**src/rtl/clock_setter_if.sv**
```systemverilog
// clock_setter_if: bundles the button inputs, clock readback and set/alarm
//    outputs of clock_setter into one port.
// Latency: n/a (wires only). Backpressure: none; all signals are plain levels/pulses.
// Ports (slave = clock_setter side):
//    in : mode_btn, inc_btn, dec_btn, alarm_btn, snooze_btn (debounced levels),
//         cur_minutes/cur_hours/cur_pm, alarm_sound (readback from clock)
//    out: set, setMin/setHr/setPm, alarm, alarmMin/alarmHr/alarmPm,
//         editing, edit_field
interface clock_setter_if;
   logic       mode_btn;
   logic       inc_btn;
   logic       dec_btn;
   logic       alarm_btn;
   logic       snooze_btn;
   logic [5:0] cur_minutes;
   logic [3:0] cur_hours;
   logic       cur_pm;
   logic       alarm_sound;
   logic       set;
   logic [5:0] setMin;
   logic [3:0] setHr;
   logic       setPm;
   logic       alarm;
   logic [5:0] alarmMin;
   logic [3:0] alarmHr;
   logic       alarmPm;
   logic       editing;
   logic [2:0] edit_field;

   // master: board/clock side driving buttons and readback
   modport master (
      output mode_btn, inc_btn, dec_btn, alarm_btn, snooze_btn,
             cur_minutes, cur_hours, cur_pm, alarm_sound,
      input  set, setMin, setHr, setPm, alarm, alarmMin, alarmHr, alarmPm,
             editing, edit_field
   );

   // slave: clock_setter itself
   modport slave (
      input  mode_btn, inc_btn, dec_btn, alarm_btn, snooze_btn,
             cur_minutes, cur_hours, cur_pm, alarm_sound,
      output set, setMin, setHr, setPm, alarm, alarmMin, alarmHr, alarmPm,
             editing, edit_field
   );
endinterface

```
**src/rtl/clock_setter.sv**
```systemverilog
// clock_setter: button-driven editor that writes the clock's set and alarm time.
// Latency: a button edge sampled at posedge N updates state/outputs after posedge N.
// Backpressure: none; every edge is consumed in the cycle it is seen.
// Ports: clk, reset (sync, active-high), cs (clock_setter_if.slave: buttons,
//    cur_* readback, alarm_sound in; set/setMin/setHr/setPm, alarm/alarm*,
//    editing, edit_field out).
// Optional: define CLOCK_SETTER_SNOOZE_EN to enable the snooze button.
module clock_setter #(
   parameter int SNOOZE_MIN = 9,
   parameter int RESET_HR   = 12
) (
   input  logic          clk,
   input  logic          reset,
   clock_setter_if.slave cs
);

   typedef enum logic [2:0] {
      IDLE  = 3'd0,
      T_HR  = 3'd1,
      T_MIN = 3'd2,
      T_PM  = 3'd3,
      A_HR  = 3'd4,
      A_MIN = 3'd5,
      A_PM  = 3'd6
   } state_t;

   state_t     state, nextState;
   logic       modePrev, incPrev, decPrev, alarmPrev;
   logic       modeEdge, incEdge, decEdge, alarmEdge;
   logic       incOnly, decOnly;
   logic [5:0] editMin, editMinN;
   logic [3:0] editHr, editHrN;
   logic       editPm, editPmN;
   logic       setReg, setRegN;
   logic [5:0] setMinReg, setMinN;
   logic [3:0] setHrReg, setHrN;
   logic       setPmReg, setPmN;
   logic       alarmEn, alarmEnN;
   logic [5:0] aMin, aMinN;
   logic [3:0] aHr, aHrN;
   logic       aPm, aPmN;
   logic       inAlarmEdit;

`ifdef CLOCK_SETTER_SNOOZE_EN
   logic       snoozePrev, snoozeEdge;
   logic       snoozeGap, snoozeGapN;
   logic [6:0] minSum;
`else
   logic       unusedIn;
   assign unusedIn = ^{cs.snooze_btn, cs.alarm_sound, 6'(SNOOZE_MIN)};
`endif

   function automatic logic [3:0] hrInc(input logic [3:0] h);
      return (h >= 4'd12) ? 4'd1 : h + 4'd1;
   endfunction
   function automatic logic [3:0] hrDec(input logic [3:0] h);
      return (h <= 4'd1) ? 4'd12 : h - 4'd1;
   endfunction
   function automatic logic [5:0] minInc(input logic [5:0] m);
      return (m >= 6'd59) ? 6'd0 : m + 6'd1;
   endfunction
   function automatic logic [5:0] minDec(input logic [5:0] m);
      return (m == 6'd0) ? 6'd59 : m - 6'd1;
   endfunction

   assign modeEdge  = cs.mode_btn  & ~modePrev;
   assign incEdge   = cs.inc_btn   & ~incPrev;
   assign decEdge   = cs.dec_btn   & ~decPrev;
   assign alarmEdge = cs.alarm_btn & ~alarmPrev;
   // inc and dec together cancel out
   assign incOnly   = incEdge & ~decEdge;
   assign decOnly   = decEdge & ~incEdge;
`ifdef CLOCK_SETTER_SNOOZE_EN
   assign snoozeEdge = cs.snooze_btn & ~snoozePrev;
`endif

   always_ff @(posedge clk) begin
      if (reset) begin
         state     <= IDLE;
         // prev regs track the live level so a button held through reset gives no edge
         modePrev  <= cs.mode_btn;
         incPrev   <= cs.inc_btn;
         decPrev   <= cs.dec_btn;
         alarmPrev <= cs.alarm_btn;
         editMin   <= 6'd0;
         editHr    <= 4'(RESET_HR);
         editPm    <= 1'b0;
         setReg    <= 1'b0;
         setMinReg <= 6'd0;
         setHrReg  <= 4'(RESET_HR);
         setPmReg  <= 1'b0;
         alarmEn   <= 1'b0;
         aMin      <= 6'd0;
         aHr       <= 4'(RESET_HR);
         aPm       <= 1'b0;
`ifdef CLOCK_SETTER_SNOOZE_EN
         snoozePrev <= cs.snooze_btn;
         snoozeGap  <= 1'b0;
`endif
      end else begin
         state     <= nextState;
         modePrev  <= cs.mode_btn;
         incPrev   <= cs.inc_btn;
         decPrev   <= cs.dec_btn;
         alarmPrev <= cs.alarm_btn;
         editMin   <= editMinN;
         editHr    <= editHrN;
         editPm    <= editPmN;
         setReg    <= setRegN;
         setMinReg <= setMinN;
         setHrReg  <= setHrN;
         setPmReg  <= setPmN;
         alarmEn   <= alarmEnN;
         aMin      <= aMinN;
         aHr       <= aHrN;
         aPm       <= aPmN;
`ifdef CLOCK_SETTER_SNOOZE_EN
         snoozePrev <= cs.snooze_btn;
         snoozeGap  <= snoozeGapN;
`endif
      end
   end

   always_comb begin
      nextState = state;
      editMinN  = editMin;
      editHrN   = editHr;
      editPmN   = editPm;
      setRegN   = 1'b0;
      setMinN   = setMinReg;
      setHrN    = setHrReg;
      setPmN    = setPmReg;
      alarmEnN  = alarmEn;
      aMinN     = aMin;
      aHrN      = aHr;
      aPmN      = aPm;
`ifdef CLOCK_SETTER_SNOOZE_EN
      snoozeGapN = 1'b0;
      minSum     = {1'b0, aMin} + 7'(SNOOZE_MIN);
`endif
      case (state)
         IDLE: begin
            if (modeEdge) begin
               nextState = T_HR;
               editMinN  = cs.cur_minutes;
               editHrN   = cs.cur_hours;
               editPmN   = cs.cur_pm;
            end
            if (alarmEdge)
               alarmEnN = ~alarmEn;
`ifdef CLOCK_SETTER_SNOOZE_EN
            // One-cycle low on alarm lets the clock clear alarmSound; the
            // alarm time moves forward so it matches again later.
            if (snoozeEdge && cs.alarm_sound && alarmEn) begin
               snoozeGapN = 1'b1;
               if (minSum >= 7'd60) begin
                  aMinN = 6'(minSum - 7'd60);
                  if (aHr == 4'd11) begin
                     aHrN = 4'd12;
                     aPmN = ~aPm;
                  end else begin
                     aHrN = hrInc(aHr);
                  end
               end else begin
                  aMinN = minSum[5:0];
               end
            end
`endif
         end
         T_HR: begin
            if (modeEdge)     nextState = T_MIN;
            else if (incOnly) editHrN = hrInc(editHr);
            else if (decOnly) editHrN = hrDec(editHr);
         end
         T_MIN: begin
            if (modeEdge)     nextState = T_PM;
            else if (incOnly) editMinN = minInc(editMin);
            else if (decOnly) editMinN = minDec(editMin);
         end
         T_PM: begin
            if (modeEdge) begin
               nextState = A_HR;
               setRegN   = 1'b1;
               setMinN   = editMin;
               setHrN    = editHr;
               setPmN    = editPm;
               editMinN  = aMin;
               editHrN   = aHr;
               editPmN   = aPm;
            end else if (incOnly || decOnly) begin
               editPmN = ~editPm;
            end
         end
         A_HR: begin
            if (modeEdge)     nextState = A_MIN;
            else if (incOnly) editHrN = hrInc(editHr);
            else if (decOnly) editHrN = hrDec(editHr);
         end
         A_MIN: begin
            if (modeEdge)     nextState = A_PM;
            else if (incOnly) editMinN = minInc(editMin);
            else if (decOnly) editMinN = minDec(editMin);
         end
         A_PM: begin
            if (modeEdge) begin
               nextState = IDLE;
               aMinN     = editMin;
               aHrN      = editHr;
               aPmN      = editPm;
            end else if (incOnly || decOnly) begin
               editPmN = ~editPm;
            end
         end
         default: nextState = IDLE;
      endcase
   end

   // Alarm is masked while the alarm time is half-edited so the clock never
   // matches against an intermediate value.
   assign inAlarmEdit = (state == A_HR) || (state == A_MIN) || (state == A_PM);

`ifdef CLOCK_SETTER_SNOOZE_EN
   assign cs.alarm = alarmEn & ~inAlarmEdit & ~snoozeGap;
`else
   assign cs.alarm = alarmEn & ~inAlarmEdit;
`endif
   assign cs.set        = setReg;
   assign cs.setMin     = setMinReg;
   assign cs.setHr      = setHrReg;
   assign cs.setPm      = setPmReg;
   assign cs.alarmMin   = aMin;
   assign cs.alarmHr    = aHr;
   assign cs.alarmPm    = aPm;
   assign cs.editing    = (state != IDLE);
   assign cs.edit_field = state;

endmodule

```
**src/flat_wrapper.sv**
```systemverilog
// flat-port wrapper written by rule: the top's interface ports become plain ports
module clock_setter_flat 
#(
   parameter int SNOOZE_MIN = 9,
   parameter int RESET_HR   = 12
)
  (clk, reset, cs_mode_btn, cs_inc_btn, cs_dec_btn, cs_alarm_btn, cs_snooze_btn, cs_cur_minutes, cs_cur_hours, cs_cur_pm, cs_alarm_sound, cs_set, cs_setMin, cs_setHr, cs_setPm, cs_alarm, cs_alarmMin, cs_alarmHr, cs_alarmPm, cs_editing, cs_edit_field);
  clock_setter_if cs_i ();
  input  logic clk;
  input  logic reset;
  input wire logic [$bits(cs_i.mode_btn)-1:0] cs_mode_btn;
  input wire logic [$bits(cs_i.inc_btn)-1:0] cs_inc_btn;
  input wire logic [$bits(cs_i.dec_btn)-1:0] cs_dec_btn;
  input wire logic [$bits(cs_i.alarm_btn)-1:0] cs_alarm_btn;
  input wire logic [$bits(cs_i.snooze_btn)-1:0] cs_snooze_btn;
  input wire logic [$bits(cs_i.cur_minutes)-1:0] cs_cur_minutes;
  input wire logic [$bits(cs_i.cur_hours)-1:0] cs_cur_hours;
  input wire logic [$bits(cs_i.cur_pm)-1:0] cs_cur_pm;
  input wire logic [$bits(cs_i.alarm_sound)-1:0] cs_alarm_sound;
  output wire logic [$bits(cs_i.set)-1:0] cs_set;
  output wire logic [$bits(cs_i.setMin)-1:0] cs_setMin;
  output wire logic [$bits(cs_i.setHr)-1:0] cs_setHr;
  output wire logic [$bits(cs_i.setPm)-1:0] cs_setPm;
  output wire logic [$bits(cs_i.alarm)-1:0] cs_alarm;
  output wire logic [$bits(cs_i.alarmMin)-1:0] cs_alarmMin;
  output wire logic [$bits(cs_i.alarmHr)-1:0] cs_alarmHr;
  output wire logic [$bits(cs_i.alarmPm)-1:0] cs_alarmPm;
  output wire logic [$bits(cs_i.editing)-1:0] cs_editing;
  output wire logic [$bits(cs_i.edit_field)-1:0] cs_edit_field;
  assign cs_i.mode_btn = cs_mode_btn;
  assign cs_i.inc_btn = cs_inc_btn;
  assign cs_i.dec_btn = cs_dec_btn;
  assign cs_i.alarm_btn = cs_alarm_btn;
  assign cs_i.snooze_btn = cs_snooze_btn;
  assign cs_i.cur_minutes = cs_cur_minutes;
  assign cs_i.cur_hours = cs_cur_hours;
  assign cs_i.cur_pm = cs_cur_pm;
  assign cs_i.alarm_sound = cs_alarm_sound;
  assign cs_set = cs_i.set;
  assign cs_setMin = cs_i.setMin;
  assign cs_setHr = cs_i.setHr;
  assign cs_setPm = cs_i.setPm;
  assign cs_alarm = cs_i.alarm;
  assign cs_alarmMin = cs_i.alarmMin;
  assign cs_alarmHr = cs_i.alarmHr;
  assign cs_alarmPm = cs_i.alarmPm;
  assign cs_editing = cs_i.editing;
  assign cs_edit_field = cs_i.edit_field;
  clock_setter #(.SNOOZE_MIN(SNOOZE_MIN), .RESET_HR(RESET_HR)) u_core (.clk(clk), .reset(reset), .cs(cs_i));
endmodule
```
**config.mk**
```make
export PLATFORM = sky130hd
export DESIGN_NAME = clock_setter_flat
export DESIGN_NICKNAME = d
export VERILOG_FILES = /design/src/rtl/clock_setter_if.sv /design/src/rtl/clock_setter.sv /design/src/flat_wrapper.sv
export SDC_FILE = /design/constraint.sdc
export NUM_CORES = 1
export LEC_CHECK = 0
export CAP_MARGIN = 20
export CORE_MARGIN = 8
export CORE_UTILIZATION = 55
export CTS_CLUSTER_SIZE = 28
export DETAILED_ROUTE_END_ITERATION = 10
export DONT_BUFFER_PORTS = 1
export PLACE_DENSITY = 0.78
export SLEW_MARGIN = 20
export SYNTH_ARGS = -nofsm -noshare
export SYNTH_HDL_FRONTEND = slang
export SYNTH_SLANG_ARGS = --single-unit
```
**constraint.sdc**
```tcl
create_clock -name clk -period 2.2 [get_ports clk]
set_input_delay 0.55 -clock clk [delete_from_list [all_inputs] [get_ports clk]]
set_output_delay 0.55 -clock clk [all_outputs]
set_load 0.05 [all_outputs]
```
## Word level (Yosys, flattened, before mapping)

Index checks and enable logic that the tools add are counted.

| operators by class | value |
|---|---|
| bitwise logic cells | 17 |
| $add $sub $neg | 4 |
| order comparisons | 3 |
| reductions and logical operators | 19 |
| muxes and demuxes | 30 |
| equal/unequal tests | 18 |

Operator list:

| cell | number |
|---|---|
| $mux 6 | 7 |
| $mux 4 | 7 |
| $mux 3 | 7 |
| $pmux 3 s7 | 1 |
| $pmux 6 s3 | 1 |
| $ne 2x1->1 const B | 7 |
| $pmux 4 s3 | 1 |
| $reduce_bool 3->1 | 4 |
| $not 1->1 | 10 |
| $reduce_and 5->1 | 2 |
| $eq 3x3->1 const B | 3 |
| $and 1x1->1 | 7 |
| $reduce_and 7->1 | 1 |
| $add 6x1->6 const B | 1 |
| $eq 3x2->1 const B | 2 |
| $ge 6x6->1 const B | 1 |
| $logic_not 6->1 | 1 |
| $ne 2x2->1 const B | 3 |
| $ne 3x1->1 const B | 2 |
| $reduce_and 2->1 | 3 |
| $reduce_or 2->1 | 3 |
| $sub 6x1->6 const B | 1 |
| $mux 1 | 5 |
| $add 4x1->4 const B | 1 |
| 8 further kinds | 10 |

| storage, ports and cells | value |
|---|---|
| word-level logic and storage cells | 107 |
| flip-flop bits (word level) | 42 |

## Depth between registers and ports, before layout

Gate-level depths: netlist (run 1).

| depth | value |
|---|---|
| word-level depth | 8 |
| mapped depth | 9 |
| depth with buffers taken out | 8 |

## Least setup slack after synthesis (run 1)

Ideal clock, no wire load.

| path | value |
|---|---|
| path kind | reg2out |
| start point | register u_core.state[1], in the netlist u_core.cs.edit_field[1] |
| end point | output cs_alarm |
| arrival time | 2.097 ns |
| path slack | -0.447 ns |
| data required time | 1.650 ns |
| buffers on the path | 1 |
| cell stages (with the launch flop) | 4 |
| cells stage by stage | dfxtp_1 -> buf_6 -> nand2_1 -> a21boi_0 |

| on the way | value |
|---|---|
| longest elaborated chain between the ends | 5 |
| elaborated cells on any way between the ends | 7 |
| classes of those cells | 3 x eq/ne; 2 x bitwise; 2 x reduce/logical |

RTL lines:

| element | line | RTL |
|---|---|---|
| from (decl) | clock_setter.sv:27 | `state_t state, nextState;` |
| from (signal assigned) | clock_setter.sv:101 | `state <= nextState;` |
| $eq 3x3->1 | clock_setter.sv:220 | `assign inAlarmEdit = (state == A_HR) \|\| (state == A_MIN) \|\| (state == A_PM);` |
| $logic_or 1x1->1 | clock_setter.sv:220 |  |
| $logic_or 1x1->1 (*) | clock_setter.sv:220 |  |
| $not 1->1 (*) | clock_setter.sv:225 | `assign cs.alarm = alarmEn & ~inAlarmEdit;` |
| $and 1x1->1 (*) | clock_setter.sv:225 |  |
| to (decl) | flat_wrapper.sv:24 | `output wire logic [$bits(cs_i.alarm)-1:0] cs_alarm;` |

Every way passes the cells marked *; elsewhere a longest branch is shown, timed or not.

## Worst setup path in the final report (run 1)

| path | value |
|---|---|
| start point | register u_core.state[0], in the netlist u_core.cs.edit_field[0] |
| end point | output cs_editing |

| on the way | value |
|---|---|
| longest elaborated chain between the ends | 1 |

RTL lines:

| element | line | RTL |
|---|---|---|
| $reduce_bool 3->1 | clock_setter.sv:234 | `assign cs.editing = (state != IDLE);` |
| to (decl) | flat_wrapper.sv:28 | `output wire logic [$bits(cs_i.editing)-1:0] cs_editing;` |

Every way passes these cells.

==> run_results.csv, run 1 <==
group,metric,value,unit
status,status,"complete, no violations",
sta,fmax,474,MHz
drt,detail-route-antenna-nets,0,
logic_synthesis,synthDistinctLibCells,52,
sta,drv_slew,0,
sta,hold_viol_final,0,
clocking,cts_buffer_depth,2,
placed_design,place_area,2480,um^2
logic_synthesis,synth_ff_type,"dfxtp_1",
layout,antenna-diode-count,0,
hold_path,hp-class,"in -> reg",
clocking,cts_resized,0,
global_route,antenna_found_initial,0,
logic_synthesis,synth_nets,341,
global_route,grt_pass1_vias,2109,
drt,dr.pass1.iters,5,
critical_path,cp.arrival,1.56,ns
sta,setup_viol,0,
placed_design,routabilityCongestion,0.943,
clocking,htreeDepth,2,
clocking,clock-sinks,42,
clocking,cts_tree,"built",
global_route,track_usage,18.7,%
floorplan,start_util,56.1,%
clocking,clock-root-buffer,"clkbuf_8",
sta,rsz0062_at_grt,"no",
clocking,cts.clk_slew.worst_paths,0.08,ns
floorplan,row_count,24,
floorplan,die_x,82.2,um
logic_synthesis,seq_area_frac_synth,34.9,%
power_and_ir_drop,powerDensity,631,nW/um^2
logic_synthesis,async_flop_share,0,%
sta,min_period,2.11,ns
floorplan,io_pins,47,
drt,wirelength,6240,um
logic_synthesis,synth.cell_area,2410,um^2
critical_path,cp_cell_sequence,"buf_4, or3_1",
critical_path,crit_buf_inv,1,
sta,slew_headroom,57.9,%
sta,tightest_slew,0.629,ns
layout,drive_above_1_share,11.8,%
logic_synthesis,avgSynthCellArea,7.65,um^2
sta,fin_crit_sh,95.9,%
floorplan,die-height,82.2,um
flow_run,maxCapViolCount,0,
layout,nets,338,
power_and_ir_drop,seqPwrFrac,51.0,%
placed_design,io_buffers,0,
clocking,postCtsSetupBuffers,0,
layout,syn_to_final_growth,7.17,%
power_and_ir_drop,leakagePower,0.000932,uW
clocking,cts_made_buffers,5,
floorplan,die_area,6760,um^2
power_and_ir_drop,power_frac_clock,32.2,%
critical_path,startpoint_type,"flip-flop",
global_route,grt_max_degree,42,
critical_path,path_class,"reg -> out",
placed_design,hpwl,4380,um
drt,drt_iter0_drc,190,
critical_path,path_delay_family,"flip-flops",
power_and_ir_drop,power_frac_comb,16.8,%
drt,viasPerCell,6.17,
sta,tns,0,ns
critical_path,critPathMaxFanout,11,
power_and_ir_drop,internal_power,1160,uW
critical_path,cpPeakStageDelay,0.53,ns
clocking,cts_hold_buf,0,
power_and_ir_drop,p_sw,468,uW
power_and_ir_drop,swShare,28.7,%
critical_path,end_kind,"output port",
logic_synthesis,synthCells,315,
layout,final_area,2580,um^2
drt,wl_per_cell,17.1,um
clocking,clk_latency,0.29,ns
drt,drcViolationCount,0,
critical_path,cp_slowest_cell,"dfxtp_1",
logic_synthesis,ys_ff_latch,42,
logic_synthesis,synth_warnings,0,
power_and_ir_drop,ir_worst_vdd,0.384,mV
global_route,grt-ovfl-total,0,
critical_path,crit_required,1.65,ns
global_route,grt_pass1_wl,10000,um
drt,vias,2253,
logic_synthesis,synth-edff-count,0,
sta,finClkSkew,0.00721,ns
floorplan,coreArea,4290,um^2
## area by class of cell
| class | instances | area [um^2] |
|---|---|---|
| Timing Repair Buffer | 17 | 140 |
| Clock inverter | 2 | 12.5 |
| Clock buffer | 6 | 82.6 |
| Fill cell | 388 | 1710 |
| Tap cell | 52 | 65.1 |
| Multi-Input combinational cell | 234 | 1400 |
| Inverter | 12 | 45.0 |
| Sequential cell | 42 | 841 |
## kinds of logic after synthesis
group                    share of synthesized area, %
buffers and inverters                            7.42
flip-flops                                       34.9
AND/OR/NAND/NOR                                  30.5
AO/OA/AOI/OAI                                    21.3
XOR/XNOR                                         1.45
adder cells (fa/ha/maj)                          3.63
multiplexers                                    0.831
## through the flow
stage,instances,util (%),setup slack (ns),power [uW],hold WS [ns]
CTS,365,60.1,0.0902,1630,0.270
global route,365,60.1,0.0315,1710,0.264
global placement,357,57.9,-0.0699,1110,0.496
detailed placement,357,57.9,-0.143,1120,0.513
floorplan,315,-,0.0649,1060,0.470
finish,365,60.1,0.0898,1630,0.275
## synth_stat cells (2+ instances only)
library cell | instances | area [um^2]
or4_4 | 2 | 22.5
a21oi_1 | 28 | 140
o211ai_1 | 2 | 15.0
a221oi_1 | 4 | 35.0
and3_1 | 2 | 12.5
a21oi_2 | 2 | 17.5
clkbuf_1 | 16 | 60.1
o32ai_1 | 2 | 17.5
nand4_1 | 5 | 31.3
a221o_1 | 3 | 30.0
nand3_1 | 12 | 60.1
nor3_1 | 5 | 25.0
o31ai_1 | 2 | 15.0
nor4_1 | 6 | 37.5
nand2b_1 | 5 | 31.3
or3_1 | 4 | 25.0
o21ai_0 | 9 | 45.0
or2b_1 | 2 | 15.0
nor2_1 | 23 | 86.3
buf_2 | 8 | 40.0
inv_1 | 12 | 45.0
nor2b_1 | 6 | 37.5
xnor2_1 | 4 | 35.0
buf_6 | 3 | 33.8
a222oi_1 | 4 | 40.0
a31oi_1 | 3 | 18.8
mux2i_1 | 2 | 20.0
nand4b_1 | 2 | 17.5
a32oi_1 | 2 | 17.5
o22ai_1 | 2 | 12.5
a21boi_0 | 2 | 15.0
a211oi_1 | 5 | 37.5
dfxtp_1 | 42 | 841
nand3b_1 | 5 | 37.5
nand2_1 | 56 | 210
ha_1 | 7 | 87.6
## power by group through the flow
stage | registers [uW] | logic (uW) | clock network [uW]
detailed placement | 848 | 269 | 0
floorplan | 825 | 237 | 0
global placement | 848 | 262 | 0
finish | 832 | 273 | 525
global route | 837 | 303 | 565
CTS | 830 | 270 | 532
## final timing paths
| check | startpoint | endpoint | slack (ns) | cells past startpoint |
|---|---|---|---|---|
| min reg2reg | u_core.alarmEn$_SDFFE_PP0P_ | u_core.alarmEn$_SDFFE_PP0P_ | 0.53 | 2 |
| max reg2reg | u_core.incPrev$_DFF_P_ | u_core.editMin[2]$_SDFFE_PP0P_ | 0.22 | 8 |
| max | u_core.cs.edit_field[0]$_SDFFE_PP0P_ | cs_editing | 0.09 | 2 |
| min | cs_mode_btn | u_core.modePrev$_DFF_P_ | 0.27 | 0 |
## layout by cell type, fill, tap and decap left out, types with 2 or more instances in the layout
cell type and count:
buf_4 16, nor2_2 2, and3_1 2, o22ai_1 2, a21oi_2 2, o21ai_0 9
a222oi_1 4, o32ai_1 2, xnor2_1 4, nand3b_1 5, nand4b_1 2, nor2_1 22
a32oi_1 2, nor4_1 6, clkbuf_8 6, nand4_1 5, nor2b_1 6, o31ai_1 2
a211oi_1 5, nor3_1 5, dfxtp_1 42, or4_4 2, or3_1 4, inv_1 12
or2b_1 2, a221oi_1 4, o211ai_1 2, nand2b_1 5, a221o_1 3, a21oi_1 28
nand3_1 12, nand2_1 56, mux2i_1 2, a31oi_1 3, ha_1 7
## metal layers
layer | routed length, um | GRT usage, %
met5 | 0 | 0
met4 | 96 | 7.37
met2 | 3010 | 30.5
met1 | 2620 | 22.1
met3 | 518 | 6.39
## registers in the layout (all words and copies together) (netlist names), 3 cells and up
register              cells
u_core.cs.alarmHr         4
u_core.cs.alarmMin        6
u_core.cs.edit_field      3
u_core.cs.setHr           4
u_core.cs.setMin          6
u_core.editHr             4
u_core.editMin            6
Note: power is estimated with default switching activity, not from simulation.
==> inputs of run 2 (changes only) <==
--- a/config.mk
+++ b/config.mk
@@ -5,8 +5,8 @@
 export SDC_FILE = /design/constraint.sdc
 export NUM_CORES = 1
 export LEC_CHECK = 0
-export CAP_MARGIN = 20
-export CORE_MARGIN = 8
+export CAP_MARGIN = 5
+export CORE_MARGIN = 2
 export CORE_UTILIZATION = 55
 export CTS_CLUSTER_SIZE = 28
 export DETAILED_ROUTE_END_ITERATION = 10
==> run_results.csv, run 2 (synthesized netlist as in run 1, its figures left out) <==
group,metric,value,unit
sta,fmax,482,MHz
drt,detail-route-antenna-nets,0,
flow_run,maxCapViolCount,0,
floorplan,die_area,4930,um^2
layout,fillers,395,
layout,drive_above_1_share,12.1,%
floorplan,row_count,24,
layout,final_area,2590,um^2
sta,tns,0,ns
floorplan,start_util,56.1,%
layout,layout_commonest_cell,"nand2_1",
sta,hold_viol_final,0,
drt,drcViolationCount,0,
power_and_ir_drop,ir_worst_vdd,0.364,mV
power_and_ir_drop,leakagePower,0.000928,uW
clocking,cts_tree,"built",
sta,slew_headroom,60.0,%
clocking,htreeDepth,2,
sta,min_period,2.08,ns
layout,final_cell_mix,"56 x nand2_1, 42 x dfxtp_1, 28 x a21oi_1",
critical_path,crit_required,1.65,ns
floorplan,die-height,70.2,um
layout,syn_to_final_growth,7.32,%
layout,antenna-diode-count,0,
critical_path,path_class,"reg -> out",
drt,wl_per_cell,16.4,um
drt,vias,2285,
layout,post-route-util,60.2,%
placed_design,io_buffers,0,
placed_design,hpwl,4100,um
clocking,clock-sinks,42,
sta,layout_setup_ws,0.123,ns
critical_path,startpoint_type,"flip-flop",
layout,seqCellArea,841,um^2
drt,drt_iter0_drc,249,
critical_path,critPathMaxFanout,13,
clocking,cts_made_buffers,5,
floorplan,die_x,70.2,um
global_route,track_usage,25.0,%
status,status,"complete, no violations",
critical_path,cp.arrival,1.53,ns
layout,multi_input_area,1400,um^2
placed_design,routabilityCongestion,0.937,
drt,dr.pass1.iters,7,
power_and_ir_drop,powerDensity,635,nW/um^2
sta,drv_slew,0,
clocking,cts_buffer_depth,2,
drt,viasPerCell,6.26,
critical_path,cpPeakStageDelay,0.50,ns
drt,wirelength,5970,um
global_route,grt_pass1_vias,2178,
global_route,grt-ovfl-total,0,
floorplan,io_pins,47,
critical_path,end_kind,"output port",
sta,fin_crit_sh,94.4,%
clocking,cts_hold_buf,0,
critical_path,cp_cell_sequence,"buf_4, or3_4",
sta,setup_viol,0,
critical_path,path_delay_family,"simple AND/OR/NAND/NOR gates",
floorplan,coreArea,4290,um^2
global_route,grt_max_degree,42,
clocking,clk_latency,0.31,ns
hold_path,hp-class,"in -> reg",
power_and_ir_drop,p_total,1640,uW
placed_design,place_area,2480,um^2
placed_design,place_ws,-0.116,ns
global_route,antenna_found_initial,0,
sta,rsz0062_at_grt,"no",
clocking,clock-root-buffer,"clkbuf_8",
clocking,cts.clk_slew.worst_paths,0.09,ns
critical_path,cp_slowest_cell,"or3_4",
critical_path,crit_buf_inv,1,
global_route,grt_pass1_wl,9980,um
sta,tightest_slew,0.599,ns
sta,finClkSkew,0.0108,ns
layout,nets,338,
## run 2: cell count changes in the layout (fill, tap and decap cells not counted)
cell,previous run,this run
clkinv_4,0,1
or3_4,0,1
inv_6,0,1
clkbuf_8,6,5
clkinv_2,1,0
or3_1,4,3
## run 2: per-stage QoR
step                hold WS, ns  instances
floorplan                 0.470        315
global placement          0.493        357
detailed placement        0.514        357
CTS                       0.253        365
global route              0.249        365
finish                    0.255        365
## run 2: what timing repair did
item | in CTS | in global routing
resized for setup | 1 | 1
endpoints found under the setup margin | 1 | 1
buffers inserted | 0 | 0
endpoints found under the hold margin | 0 | 0
## run 2: worst register-to-register path: stages (launching register included)
cell	delay, ns
dfxtp_1	0.60
or3b_1	0.24
nor3_1	0.06
or4_4	0.61
a21boi_0	0.17
o32ai_1	0.24
## run 2: worst paths after layout
check | startpoint | end | slack, ns | cells after the start
worst max-delay path | u_core.cs.edit_field[2]$_SDFFE_PP0P_ | cs_editing | 0.12 | 2
worst min-delay path | cs_mode_btn | u_core.modePrev$_DFF_P_ | 0.25 | 0
worst max register to register | u_core.cs.edit_field[2]$_SDFFE_PP0P_ | u_core.editMin[4]$_SDFFE_PP0P_ | 0.19 | 5
worst min register to register | u_core.editPm$_SDFFE_PP0P_ | u_core.cs.alarmPm$_SDFFE_PP0P_ | 0.53 | 2
## run 2: power by group
part / total (uW) / internal, uW / leakage, uW / switching (uW)
Clock: 537 / 229 / 0.0000447 / 308
Combinational: 273 / 125 / 0.000541 / 148
Sequential: 832 / 784 / 0.000342 / 47.4
Total: 1640 / 1140 / 0.000928 / 504
## run 2: area by class of cell
type / count / share of cell area (%)
Clock buffer: 5 / 2.66
Clock inverter: 3 / 0.968
Inverter: 12 / 1.74
Multi-Input combinational cell: 234 / 54.2
Sequential cell: 42 / 32.5
Tap cell: 52 / 2.52
Timing Repair Buffer: 17 / 5.42
## run 2: layer usage
layer  routed length [um]  vias to the layer above  track usage, %
met3                  458                       13            6.35
met4                  126                        0            10.5
met5                    0                        -               0
met2                 2900                      104            41.5
met1                 2490                     1055            30.8
li1                     -                     1113               -
==> inputs of run 3 (changes only) <==
==> constraint.sdc (replaced) <==
create_clock -name clk -period 1.9 [get_ports clk]
set_input_delay 0.475 -clock clk [delete_from_list [all_inputs] [get_ports clk]]
set_output_delay 0.475 -clock clk [all_outputs]
set_load 0.05 [all_outputs]
==> run_results.csv, run 3 (synthesized netlist as in run 1, its figures left out) <==
group,metric,value,unit
floorplan,coreArea,4290,um^2
sta,rsz0062_at_grt,"yes",
clocking,htreeDepth,2,
placed_design,routabilityCongestion,0.912,
layout,syn_to_final_growth,21.1,%
sta,finClkSkew,0.00412,ns
global_route,grt_pass1_wl,10200,um
power_and_ir_drop,p_total,2070,uW
clocking,cts_hold_buf,0,
floorplan,start_util,56.1,%
status,status,"finished, violations left",
clocking,clock-root-buffer,"clkbuf_8",
power_and_ir_drop,leakagePower,0.00108,uW
drt,viasPerCell,6.14,
clocking,cts_buffer_depth,2,
placed_design,dp.cells,376,
sta,min_period,1.90,ns
critical_path,crit_required,1.42,ns
layout,drive_above_1_share,23.7,%
critical_path,end_kind,"output port",
hold_path,hp-class,"in -> reg",
drt,vias,2369,
sta,holdWs,0.193,ns
global_route,antenna_found_initial,0,
status,violations,"negative setup slack",
sta,setup_viol,1,
critical_path,startpoint_type,"flip-flop",
critical_path,path_delay_family,"simple AND/OR/NAND/NOR gates",
placed_design,hpwl,4330,um
sta,layout_setup_ws,-0.00420,ns
clocking,cts_tree,"built",
floorplan,io_pins,47,
layout,layout_commonest_cell,"nand2_1",
global_route,grt-ovfl-total,0,
layout,antenna-diode-count,0,
clocking,cts.clk_slew.worst_paths,0.09,ns
critical_path,cpPeakStageDelay,0.40,ns
power_and_ir_drop,powerDensity,711,nW/um^2
sta,slew_headroom,62.6,%
global_route,grt_max_degree,42,
floorplan,die_x,70.2,um
global_route,track_usage,25.5,%
sta,fmax,525,MHz
clocking,cts_made_buffers,5,
global_route,grt_pass1_vias,2247,
layout,final_cell_mix,"56 x nand2_1, 38 x dfxtp_1, 34 x buf_4",
critical_path,cp_cell_sequence,"buf_4, or3_4, buf_12",
floorplan,row_count,24,
drt,dr.pass1.iters,5,
critical_path,critPathMaxFanout,11,
sta,hold_viol_final,0,
layout,nets,359,
floorplan,die-height,70.2,um
critical_path,cp_slowest_cell,"or3_4",
clocking,clock-sinks,42,
placed_design,io_buffers,0,
critical_path,cp.arrival,1.43,ns
floorplan,die_area,4930,um^2
critical_path,path_class,"reg -> out",
drt,drcViolationCount,0,
drt,drt_iter0_drc,223,
flow_run,maxCapViolCount,0,
sta,drv_slew,0,
drt,detail-route-antenna-nets,0,
critical_path,crit_buf_inv,2,
drt,wirelength,6220,um
drt,wl_per_cell,16.1,um
sta,tightest_slew,0.560,ns
layout,final_cell_count_no_fill,386,
sta,tns,-0.00420,ns
placed_design,place_ws,-0.200,ns
sta,fin_crit_sh,100,%
power_and_ir_drop,ir_worst_vdd,0.373,mV
clocking,clk_latency,0.30,ns
==> run 3: cell types whose count changed in the layout (fill, tap and decap cells not counted), moves of 2 or more <==
cell,delta
nor3_2,+3
ha_4,+2
nor4_1,-3
dfxtp_1,-4
dfxtp_2,+3
nor4_2,+3
nor3_1,-3
ha_1,-2
buf_12,+2
buf_4,+18
==> run 3: report_power, final <==
part           switching [uW]  total (uW)  internal, uW  leakage (uW)
logic                     209         400           191      0.000685
registers                44.1         952           908      0.000344
clock network             331         722           391     0.0000504
==> run 3: worst reg2reg max path, stage by stage, from the launching register on <==
cell and delay (ns):
dfxtp_2 0.33, nor2b_4 0.14, inv_2 0.06, ha_4 0.16, nor2_4 0.13, nor3_2 0.06
or4_4 0.58, buf_6 0.16, a21oi_4 0.12, a311oi_2 0.05
==> run 3: final timing paths <==
kind | from | end | slack (ns) | depth (start not counted)
hold reg to reg | u_core.editHr[0]$_SDFFE_PP0P_ | u_core.cs.alarmHr[0]$_SDFFE_PP0P_ | 0.49 | 2
hold / removal | cs_alarm_btn | u_core.alarmPrev$_DFF_P_ | 0.19 | 0
setup / recovery | u_core.cs.edit_field[2]$_SDFFE_PP0P_ | cs_editing | -0.004 | 3
setup reg to reg | u_core.incPrev$_DFF_P_ | u_core.editMin[3]$_SDFFE_PP0P_ | -0.004 | 9
==> run 3: metrics by stage <==
| stage | util (%) | area, um^2 |
|---|---|---|
| after floorplan | - | 2440 |
| after global placement | 62.4 | 2680 |
| after detailed placement | 62.4 | 2680 |
| after CTS | 65.9 | 2830 |
| after global routing | 67.9 | 2920 |
| final | 67.9 | 2920 |
==> run 3: repair_timing <==
action,CTS,global route
setup buffers,2,0
endpoints found under the setup margin,2,10
pin swaps,0,4
hold endpoints to repair,0,0
resized for setup,6,15
==> run 3: layout make-up <==
cell class | instances | area (um^2)
Fill cell | 364 | 1380
Tap cell | 52 | 65.1
Clock inverter | 3 | 45.0
Timing Repair Buffer | 38 | 327
Clock buffer | 5 | 68.8
Inverter | 12 | 45.0
Sequential cell | 42 | 848
Multi-Input combinational cell | 234 | 1520
==> run 3: metal layers <==
metal | track usage [%] | share of wire [%] | vias to the layer above
met2 | 43.8 | 49 | 85
met1 | 31.0 | 42 | 1122
met5 | 0 | 0 | -
met4 | 8.76 | 1.0 | 0
li1 | - | - | 1154
met3 | 6.49 | 7.5 | 8
